File: src/rtl/align_pattern_pkg.sv
// Shared encodings for the alignment training-pattern source.
package align_pattern_pkg;

   typedef enum logic [1:0] {
      MODE_IDLE = 2'd0,
      MODE_PRBS = 2'd1,
      MODE_CNT  = 2'd2,
      MODE_USER = 2'd3
   } mode_e;

   typedef enum logic [1:0] {
      ST_OFF      = 2'd0,
      ST_PREAMBLE = 2'd1,
      ST_RUN      = 2'd2
   } state_e;

   localparam logic [7:0] PREAMBLE_WORD = 8'h55;

endpackage

File: src/rtl/prbs7_gen.sv
// PRBS7 (x^7 + x^6 + 1, Fibonacci form) source yielding eight bits per advance;
// the first bit generated lands in word[7].
module prbs7_gen #(
   parameter logic [6:0] SEED = 7'h7F
) (
   input  logic       clk160,
   input  logic       totalCounterResetb_manual,
   input  logic       load,
   input  logic       advance,
   output logic [7:0] word
);

   logic [6:0] state_q;
   logic [6:0] state_nxt;

   // An all-zero state would lock up the LFSR, so it is treated as the seed.
   function automatic logic [14:0] step8(input logic [6:0] s_in);
      logic [6:0] s;
      logic [7:0] w;
      logic       b;
      s = (s_in == 7'd0) ? SEED : s_in;
      w = 8'd0;
      for (int i = 7; i >= 0; i--) begin
         b    = s[6] ^ s[5];
         w[i] = b;
         s    = {s[5:0], b};
      end
      return {w, s};
   endfunction

   assign {word, state_nxt} = step8(state_q);

   always_ff @(posedge clk160 or negedge totalCounterResetb_manual) begin
      if (!totalCounterResetb_manual) state_q <= SEED;
      else if (load)                  state_q <= SEED;
      else if (advance)               state_q <= state_nxt;
      else if (state_q == 7'd0)       state_q <= SEED;
   end

endmodule

File: src/rtl/align_pattern_gen.sv
// Transmit-side training source: 8'h55 preamble followed by a selectable data
// pattern, with one-word error injection and saturating ground-truth counters.
import align_pattern_pkg::*;

module align_pattern_gen #(
   parameter int unsigned TRAIN_LEN = 64,
   parameter logic [6:0]  PRBS_SEED = 7'h7F,
   parameter logic [7:0]  IDLE_WORD = 8'hAC
) (
   input  logic        clk160,
   input  logic        totalCounterResetb_manual,
   input  logic        enable,
   input  logic [1:0]  mode,
   input  logic [7:0]  user_word,
   input  logic        train_start,
   input  logic        inject_error,
   input  logic        clear_counters,
   output logic [7:0]  data_out,
   output logic        data_valid,
   output logic        train_active,
   output logic [31:0] word_counter,
   output logic [31:0] injected_counter
);

   localparam logic [15:0] PRE_LAST = 16'(TRAIN_LEN - 1);

   state_e      state_q;
   logic [15:0] pre_cnt_q;
   logic [7:0]  cnt_pat_q;
   logic        restart_pend_q;
   logic        inj_pend_q;

   logic        enter_pre;
   logic        run_word;
   logic        inj_apply;
   logic        inj_accept;
   logic [7:0]  prbs_word;
   logic [7:0]  run_data;

   function automatic logic [31:0] sat_inc(input logic [31:0] v);
      return (v == 32'hFFFF_FFFF) ? v : v + 32'd1;
   endfunction

   // Decide what the word registered on this edge will be.
   always_comb begin
      enter_pre = 1'b0;
      run_word  = 1'b0;
      if (enable) begin
         if (state_q == ST_OFF || restart_pend_q)
            enter_pre = 1'b1;
         else if (state_q == ST_RUN || pre_cnt_q == PRE_LAST)
            run_word = 1'b1;
      end
   end

   // A pending injection is discarded by a restart or by enable falling.
   assign inj_apply  = run_word && inj_pend_q;
   assign inj_accept = enable && (state_q == ST_RUN) && inject_error &&
                       !inj_pend_q && !restart_pend_q;

   prbs7_gen #(.SEED(PRBS_SEED)) u_prbs (
      .clk160                    (clk160),
      .totalCounterResetb_manual (totalCounterResetb_manual),
      .load                      (enter_pre),
      .advance                   (run_word && (mode == MODE_PRBS)),
      .word                      (prbs_word)
   );

   always_comb begin
      case (mode)
         MODE_IDLE: run_data = IDLE_WORD;
         MODE_PRBS: run_data = prbs_word;
         MODE_CNT:  run_data = cnt_pat_q;
         default:   run_data = user_word;
      endcase
   end

   always_ff @(posedge clk160 or negedge totalCounterResetb_manual) begin
      if (!totalCounterResetb_manual) begin
         state_q        <= ST_OFF;
         pre_cnt_q      <= 16'd0;
         cnt_pat_q      <= 8'd0;
         restart_pend_q <= 1'b0;
         inj_pend_q     <= 1'b0;
         data_out       <= 8'd0;
         data_valid     <= 1'b0;
         train_active   <= 1'b0;
      end else begin
         restart_pend_q <= enable && train_start && (state_q != ST_OFF);
         inj_pend_q     <= inj_accept;
         if (!enable) begin
            state_q      <= ST_OFF;
            data_out     <= 8'd0;
            data_valid   <= 1'b0;
            train_active <= 1'b0;
         end else if (enter_pre) begin
            state_q      <= ST_PREAMBLE;
            pre_cnt_q    <= 16'd0;
            cnt_pat_q    <= 8'd0;
            data_out     <= PREAMBLE_WORD;
            data_valid   <= 1'b0;
            train_active <= 1'b1;
         end else if (run_word) begin
            state_q      <= ST_RUN;
            data_out     <= run_data ^ {7'd0, inj_apply};
            data_valid   <= 1'b1;
            train_active <= 1'b0;
            if (mode == MODE_CNT) cnt_pat_q <= cnt_pat_q + 8'd1;
         end else begin
            pre_cnt_q    <= pre_cnt_q + 16'd1;
            data_out     <= PREAMBLE_WORD;
            data_valid   <= 1'b0;
            train_active <= 1'b1;
         end
      end
   end

   always_ff @(posedge clk160 or negedge totalCounterResetb_manual) begin
      if (!totalCounterResetb_manual) begin
         word_counter     <= 32'd0;
         injected_counter <= 32'd0;
      end else if (clear_counters) begin
         word_counter     <= 32'd0;
         injected_counter <= 32'd0;
      end else begin
         if (run_word)  word_counter     <= sat_inc(word_counter);
         if (inj_apply) injected_counter <= sat_inc(injected_counter);
      end
   end

endmodule
File: config.mk
export PLATFORM = sky130hd
export DESIGN_NAME = align_pattern_gen
export DESIGN_NICKNAME = d
export VERILOG_FILES = /design/src/rtl/align_pattern_pkg.sv /design/src/rtl/prbs7_gen.sv /design/src/rtl/align_pattern_gen.sv
export SDC_FILE = /design/constraint.sdc
export NUM_CORES = 1
export LEC_CHECK = 0
export CAP_MARGIN = 20
export CELL_PAD_IN_SITES_DETAIL_PLACEMENT = 1
export CELL_PAD_IN_SITES_GLOBAL_PLACEMENT = 1
export CORE_ASPECT_RATIO = 1.4
export CORE_MARGIN = 3
export CORE_UTILIZATION = 45
export DETAILED_ROUTE_END_ITERATION = 10
export PLACE_DENSITY = 0.82
export REMOVE_ABC_BUFFERS = 1
export SLEW_MARGIN = 15
export SYNTH_ARGS = -nofsm -noshare
export SYNTH_HDL_FRONTEND = slang
export SYNTH_SLANG_ARGS = --single-unit
File: constraint.sdc
create_clock -name clk160 -period 4.92 [get_ports clk160]
set_input_delay 0.738 -clock clk160 [delete_from_list [all_inputs] [get_ports clk160]]
set_output_delay 0.738 -clock clk160 [all_outputs]
set_load 0.005 [all_outputs]
==> results.md, run 1 <==
- The total of endpoints with negative setup slack in the final report is 0.
- In the synthesized netlist the dominant register cell turns out to be dfrtp_1.
- The placed wire-length estimate is 12,600 um.
- The via count of the first global-routing pass is 6,025.
- In the final routed layout, each cell accounts on average for 19.7 um.
- Clock tree synthesis inserted a total of 9 buffers.
- The combined area of the multi-input logic cells is 3140 um2.
- The buffer depth of the longest clock path is 2.
- During synthesis, Yosys emitted a total of 0 warnings.
- In this run the vertical extent of the chip is 143 um.
- The cell area that synthesis handed to floorplanning was 6070 um2.
- From synthesis to final layout, the design area changed by 21.8%.
- STA classifies the critical path startpoint as a primary input.
- In this run the static leakage power is 2.80 nW.
- In the layout the commonest cells are dfrtp_1 (102), clkdlybuf4s50_1 (87), nor2_1 (59).
- The count of pins over their slew limit is 0.
- The overall die width is 104 um.
- After detailed routing, the total wire length is 17,900 um.
- Setup repair after global routing left no endpoint under its margin.
- The count of boundary I/O pins is 90.
- Summing all flip-flop and latch instances after layout gives 2740 um2.
- The cell count after synthesis came out at 657.
- The proportion of layout cells with a drive suffix above 1 is 0.0763.
- Measured against its own limit, the worst slew margin works out to 0.328.
- The compound-cell area share of the yosys netlist came to 0.155.
- Data arrives at the worst endpoint at 3.73 ns.
- The share of synthesized area in the top cell type comes to 0.420.
- By area the synthesized netlist is led by dfrtp_1 (42%), a21oi_1 (4.6%), or4_1 (3.8%), nor2_1 (3.6%), o31ai_1 (3.5%).
- The post-route core utilization is 0.569.
- The final weighted congestion in routability-driven placement is 0.826.
- The number of antenna violations at the first check in global routing is 0.
- After floorplanning, the core was sized to cover 13,000 um2.
- The H-tree generated during clock tree synthesis spans 3 levels.
- The clock tree from TritonCTS is done.
- For the final database, setup skew stands at 0.00810 ns.
- The total global-route track usage is 0.244.
- CTS placed an instance of clkbuf_16 at the clock tree root.
- The critical path class is in2reg.
- The fill cell total of the finished layout is 1,511.
- The final-layout setup total negative slack is 0 ns.
- The flow ran to the end, and the final reports show no timing, DRC or antenna violations.
- Of the total synthesized cell area, the portion taken by AND, OR, NAND and NOR gates is 0.279.
- Clock latency on the worst-skew pair, taken at its later pin, is 0.34 ns.
- The synthesized flop and latch total is 109.
- Max-cap violations in this run came to 0.
- The largest net degree at the start of global routing is 72.
- Of all nets on the critical path, the largest fanout is 23.
- The first global-routing pass estimated 30,200 um of wire.
- After detailed routing, the number of vias per cell comes to 6.15.
- The number of routed nets with antenna violations is 0.
- Of the total synthesized cell area, the portion taken by XOR and XNOR cells is 0.0375.
- The cell area power density is 234 nW/um2.
- The number of design-rule violations left by the first detailed-router iteration is 198.
- The largest total area in the synthesized netlist belongs to dfrtp_1.
- The share of cell area taken by muxes after synthesis is 0.0326.
- Leaving out fill and tap cells, the most frequent cell in the layout is dfrtp_1.
- The clock-pin slew on the worst setup and hold paths is 0.07 ns.
- Yosys mapped a number of flops with a built-in enable equal to 0.
- Dividing the final minimum period by the clock period gives 0.712.
- The worst-margin pin slew is 0.996 ns.
- The worst voltage drop across the vdd grid is 0.000144 V.
- The number of antenna diodes in the final layout is 0.
- The startpoint identified for the worst register-to-register timing path is pre_cnt_q[0].
- After global routing the overflow that remains totals 0.
- The starting utilization of the core area is 0.467.
- The mean cell area of the mapped netlist is 9.24 um2.
- Hold repair after CTS inserted 0 buffers.
- The tightest min-delay check is of the in2async type.
- The count of endpoints failing hold in the final timing report came to 0.
- The routed layout has 5,613 vias.
- CTS saw 109 sinks.
- The post-layout minimum cycle time is 3.50 ns.
- The data required time at the worst endpoint is 5.15 ns.
- For the worst flop-to-flop path, the logic depth is 7.
- For flop-to-flop paths, the worst setup slack is 1.71 ns.
- For this run, asynchronously set or reset flops after synthesis account for 1.00.
- Of the total synthesized cell area, the portion taken by full adders, half adders and majority gates is 0.0124.
- The maximum clock frequency is 0.286 GHz.
- Synthesis instantiated 55 different standard cells from the library.
- The portion of the post-synthesis area used by sequential elements is 0.451.
- The floorplan step defined a die boundary enclosing 14,900 um2.
- The count of buffers added by post-CTS timing repair for setup is 0.
- The floorplan has 49 rows.
- Including well taps, the total number of placed cells is 894.
- In this run the tool buffered the top-level ports with 89 buffer cells.
- For this run, design rule violations remaining after detail routing come to 0.
- The number of nets in the layout is 751.
- The first-pass iteration count of the detailed router is 4.
- The endpoint identified for the worst register-to-register timing path is injected_counter[24].
- The non-filler instance count after layout is 912.
- STA classifies the critical path endpoint as a flop.
- After synthesis, the largest family of logic cells by area is simple AND/OR/NAND/NOR gates.
- Once the clock tree was built, the resizer swapped 0 gates to a different size.
## worst max-delay path by stage
stage	from	to	slack [ns]	cells after the start
finish	enable	word_counter[21]	1.42	6
global route	enable	word_counter[21]	1.28	6
CTS	enable	word_counter[21]	1.44	6
detailed placement	enable	word_counter[28]	1.08	6
global placement	enable	word_counter[28]	1.32	6
floorplan	word_counter[0]	word_counter[12]	1.99	6
## registers in the layout, indices dropped and copies added, names as in the netlist
signal            count
injected_counter     32
word_counter         32
pre_cnt_q            16
cnt_pat_q             8
data_out              8
u_prbs.state_q        7
state_q               2
data_valid            1
inj_pend_q            1
restart_pend_q        1
train_active          1
## area by class of cell
class | instances | share of cell area
multi-input cells | 497 | 0.424
flip-flops and latches | 109 | 0.370
repair buffers | 98 | 0.128
clock buffers | 10 | 0.0310
well taps | 178 | 0.0301
clock inverters | 6 | 0.00964
inverters | 14 | 0.00710
## cell usage after synthesis (4+ instances only)
cell type,n
nor4_1,9
o21ai_0,31
o2111ai_1,4
nand2b_1,6
nand3_1,34
dfstp_2,7
nor3b_1,4
a21oi_1,56
and3_1,13
and4_1,10
xnor2_1,9
xor2_1,17
or4_1,31
inv_1,13
clkbuf_1,28
or3_1,24
nor2_1,59
nand4_1,18
nor4b_1,6
nand2_1,39
mux2i_1,4
and2_1,5
dfrtp_1,102
mux2_2,14
nor3_1,17
a21boi_0,4
buf_2,7
ha_1,6
o211ai_1,4
o31ai_1,28
nor2b_1,14
## cell families after synthesis
logic type | count (synthesis)
simple gates | 298
compound gates | 149
flops | 109
buf+inv | 51
xor+xnor | 26
mux | 18
fa+ha+maj | 6
## where the power goes
part | leakage, nW | switching (mW) | total, mW | internal (mW)
clock network | 0.139 | 0.340 | 0.739 | 0.399
logic | 1.18 | 0.0558 | 0.0830 | 0.0272
registers | 1.48 | 0.00540 | 0.906 | 0.901
## through the flow
stage	hold WS [ns]	worst slack, ns	power [mW]	instance area (um2)
3_3_place_gp	0.534	1.32	1.01	7080
2_1_floorplan	0.442	1.99	0.946	5920
3_5_place_dp	0.540	1.08	1.01	7080
6_report	0.511	1.42	1.73	7400
5_1_grt	0.599	1.28	1.79	7400
4_1_cts	0.557	1.44	1.74	7380
## worst max-delay path: stages
cell	delay (ns)
clkdlybuf4s50_1	0.64
nand2b_1	0.14
nor2_1	0.60
nand2_1	0.67
nor4b_1	0.56
mux2_2	0.38
## metal layers
metal | vias up | global-route usage | part of all wire | wire length [um]
met5 | - | 0 | 0 | 0
met4 | 0 | 0.0749 | 0.015 | 270
met3 | 22 | 0.0431 | 0.035 | 631
met2 | 120 | 0.457 | 0.54 | 9670
met1 | 2878 | 0.285 | 0.41 | 7350
li1 | 2593 | - | - | -
No activity file was read; power rests on OpenSTA's default activity.
==> inputs of run 2 (changes only) <==
CORE_UTILIZATION = 38   (was 45)
PLACE_DENSITY = 0.73   (was 0.82)
clock period = 2.9 ns   (was 4.92 ns; I/O delays follow)
==> run 2 against run 1 <==
Global-route usage shrank 2.6 points; clock skew grew 0.0053 ns; largest power group unchanged; die area grew 17%; sequential power grew 70%; clock power grew 110%; routed wire length grew 4.9%.
==> results.md, run 2 (synthesized netlist as in run 1, its figures left out) <==
- For this design the top-level I/O count stands at 90.
- Summed over all nets, the half-perimeter wirelength after detailed placement is 13,600 um.
- The post-detailed-placement cell area is 7300 um2.
- Entering global routing, the biggest net connects 77 pins.
- The final period utilization is 0.920.
- The total wirelength of the detailed-routed design is 18,800 um.
- The critical path is of the reg2reg type.
- The final routed wire length divided by cell count is 19.8 um.
- The worst slew margin relative to its limit is 0.340.
- In the final layout, the registers with the most flip-flops are injected_counter x32, word_counter x32, pre_cnt_q x16.
- The overall die area is 17,600 um2.
- In this run the worst hold path is classified as in2async.
- The number of antenna violations at the first check in global routing was 0.
- During placement, the flow inserted port buffers numbering 89.
- Data on the critical path arrives at its endpoint at 2.95 ns.
- In this run the clock root is driven by a clkbuf_16.
- The worst slack at placement is 0.114 ns.
- The cell area power density is 421 nW/um2.
- In this run the worst path has a maximum fanout of 14.
- The via total after detailed routing is 5,637.
- The number of antenna diodes in the final layout is 0.
- Counting I/O delays and the setup requirement, the final critical path takes 2.67 ns.
- Routability-driven placement finished with a final weighted congestion of 0.793.
- The overall die width is 113 um.
- Setup repair after global routing left no endpoint under its margin.
- The post-layout instance area is 7670 um2.
- Measured along the y axis, the die boundary spans 156 um.
- The first global-routing pass estimated 31,300 um of wire.
- Of the cells placed in the final design, the portion with a size suffix greater than 1 is 0.105.
- The H-tree generated during clock tree synthesis spans 3 levels.
- The count of buffers added by post-CTS timing repair for setup is 0.
- The worst voltage drop across the vdd grid is 0.000319 V.
- For the worst-skew pair, the clock arrives at the later sink with an insertion delay of 0.36 ns.
- The post-route core utilization is 0.492.
- For the worst setup path, the data required time is 3.18 ns.
- The area overhead of the layout relative to synthesis is 26.3%.
- The count of endpoints failing hold in the final timing report is 0.
- The number of buffers created by CTS is 9.
- Static timing analysis puts the maximum clock frequency at 0.375 GHz.
- The area of the placeable core is 15,600 um2.
- The clock passes through at most 2 buffers.
- The setup skew after layout is 0.0134 ns.
- The fill cell total of the finished layout is 1,799.
- After the first detailed-routing iteration, the DRC count stood at 255.
- Leaving out fill and tap cells, the most frequent cell in the layout is dfrtp_1.
- The first TritonRoute pass finished after 4 iterations.
- In the routed design, unresolved DRC markers number 0.
- The final layout contains 771 nets.
- The library cells used most frequently in the layout, excluding fill and tap cells, are dfrtp_1 (102), clkdlybuf4s50_1 (87), nor2_1 (59).
- Clock-pin slew was measured on the worst setup and hold paths at 0.08 ns.
- For the pin with the worst max-slew slack, the measured transition is 0.988 ns.
- The detail route stage leaves a number of antenna-violating nets equal to 0.
- STA classifies the critical path startpoint as a flop.
- Dividing the detail-routed via count by the number of cells gives 5.93.
- Once routing completed, OpenROAD measured the worst setup slack at 0.231 ns.
- Setup violations remaining at the end of the flow were counted as 0.
- The run finished with clean final reports.
- The via count of the first global-routing pass came to 6,192.
- For this run, the total global-route usage over all layers was measured as 0.218.
- The leakage dissipation is 2.94 nW.
- The total power after layout is 3.23 mW.
- In this run the core area contains 54 standard-cell rows.
- The clock tree from TritonCTS is done.
- The clock net in this run drives a total of 109 sinks.
- The global-route congestion overflow total is 0.
- The starting utilization of the core area is 0.389.
- The max-cap violation count is 0.
- STA classifies the critical path endpoint as a flop.
- The count of pins over their slew limit was 0.
==> run 2: cell count changes in the layout (fill, tap and decap cells not counted), sizes merged <==
cell / delta
buf: +21
bufinv: +3
clkbuf: -2
clkinv: -1
clkinvlp: -1
==> run 2: final timing paths <==
check | from | to | slack (ns) | depth (start not counted)
max | injected_counter[0] | injected_counter[6] | 0.23 | 7
min | totalCounterResetb_manual | pre_cnt_q[8] | 0.14 | 1
max reg2reg | injected_counter[0] | injected_counter[6] | 0.23 | 7
min reg2reg | pre_cnt_q[0] | pre_cnt_q[0] | 0.55 | 1
max in group asynchronous | totalCounterResetb_manual | word_counter[14] | 1.91 | 2
min in group clk160 | pre_cnt_q[0] | pre_cnt_q[0] | 0.55 | 1
==> run 2: power by group <==
part / internal [mW] / switching, mW / total (mW)
combinational: 0.0574 / 0.101 / 0.158
clock: 0.937 / 0.601 / 1.54
sequential: 1.53 / 0.00846 / 1.54
total: 2.52 / 0.710 / 3.23
==> run 2: critical path, stage by stage (launching register included) <==
cell and delay (ns):
dfrtp_1 0.44, ha_1 0.26, and4_1 0.30, nand4_1 0.20, o311ai_2 0.85, buf_4 0.31
o21ai_0 0.10, a21oi_1 0.14
==> run 2: repair_timing <==
item,in CTS,in global routing
hold buffers,0,0
resized for setup,0,1
setup endpoints to repair,0,4
==> run 2: stage by stage <==
stage | cells | TNS (ns) | hold WS [ns]
floorplan | 620 | -0.0776 | 0.139
global placement | 934 | 0 | 0.517
detailed placement | 934 | 0 | 0.537
CTS | 950 | 0 | 0.168
global route | 950 | 0 | 0.192
finish | 950 | 0 | 0.138
==> run 2: layout make-up <==
| class | count | area (um2) | share of cell area |
|---|---|---|---|
| flip-flops and latches | 109 | 2740 | 0.357 |
| clock inverters | 7 | 145 | 0.0189 |
| multi-input cells | 497 | 3140 | 0.410 |
| well taps | 196 | 245 | 0.0320 |
| repair buffers | 118 | 1130 | 0.147 |
| inverters | 14 | 52.6 | 0.00685 |
| clock buffers | 9 | 225 | 0.0293 |
==> run 2: metal layers <==
| layer | global-route usage | up-vias | wire length (um) |
|---|---|---|---|
| met5 | 0 | - | 0 |
| met4 | 0.0630 | 0 | 349 |
| met3 | 0.0338 | 18 | 557 |
| met2 | 0.404 | 94 | 10100 |
| met1 | 0.259 | 2898 | 7820 |
| li1 | - | 2627 | - |
==> inputs of run 3 (changes only) <==
ABC_CLOCK_PERIOD_IN_PS = 2900   (was unset)
==> results of run 3 <==
Same layout as run 2: the final DEF is identical, and so are final timing and power.
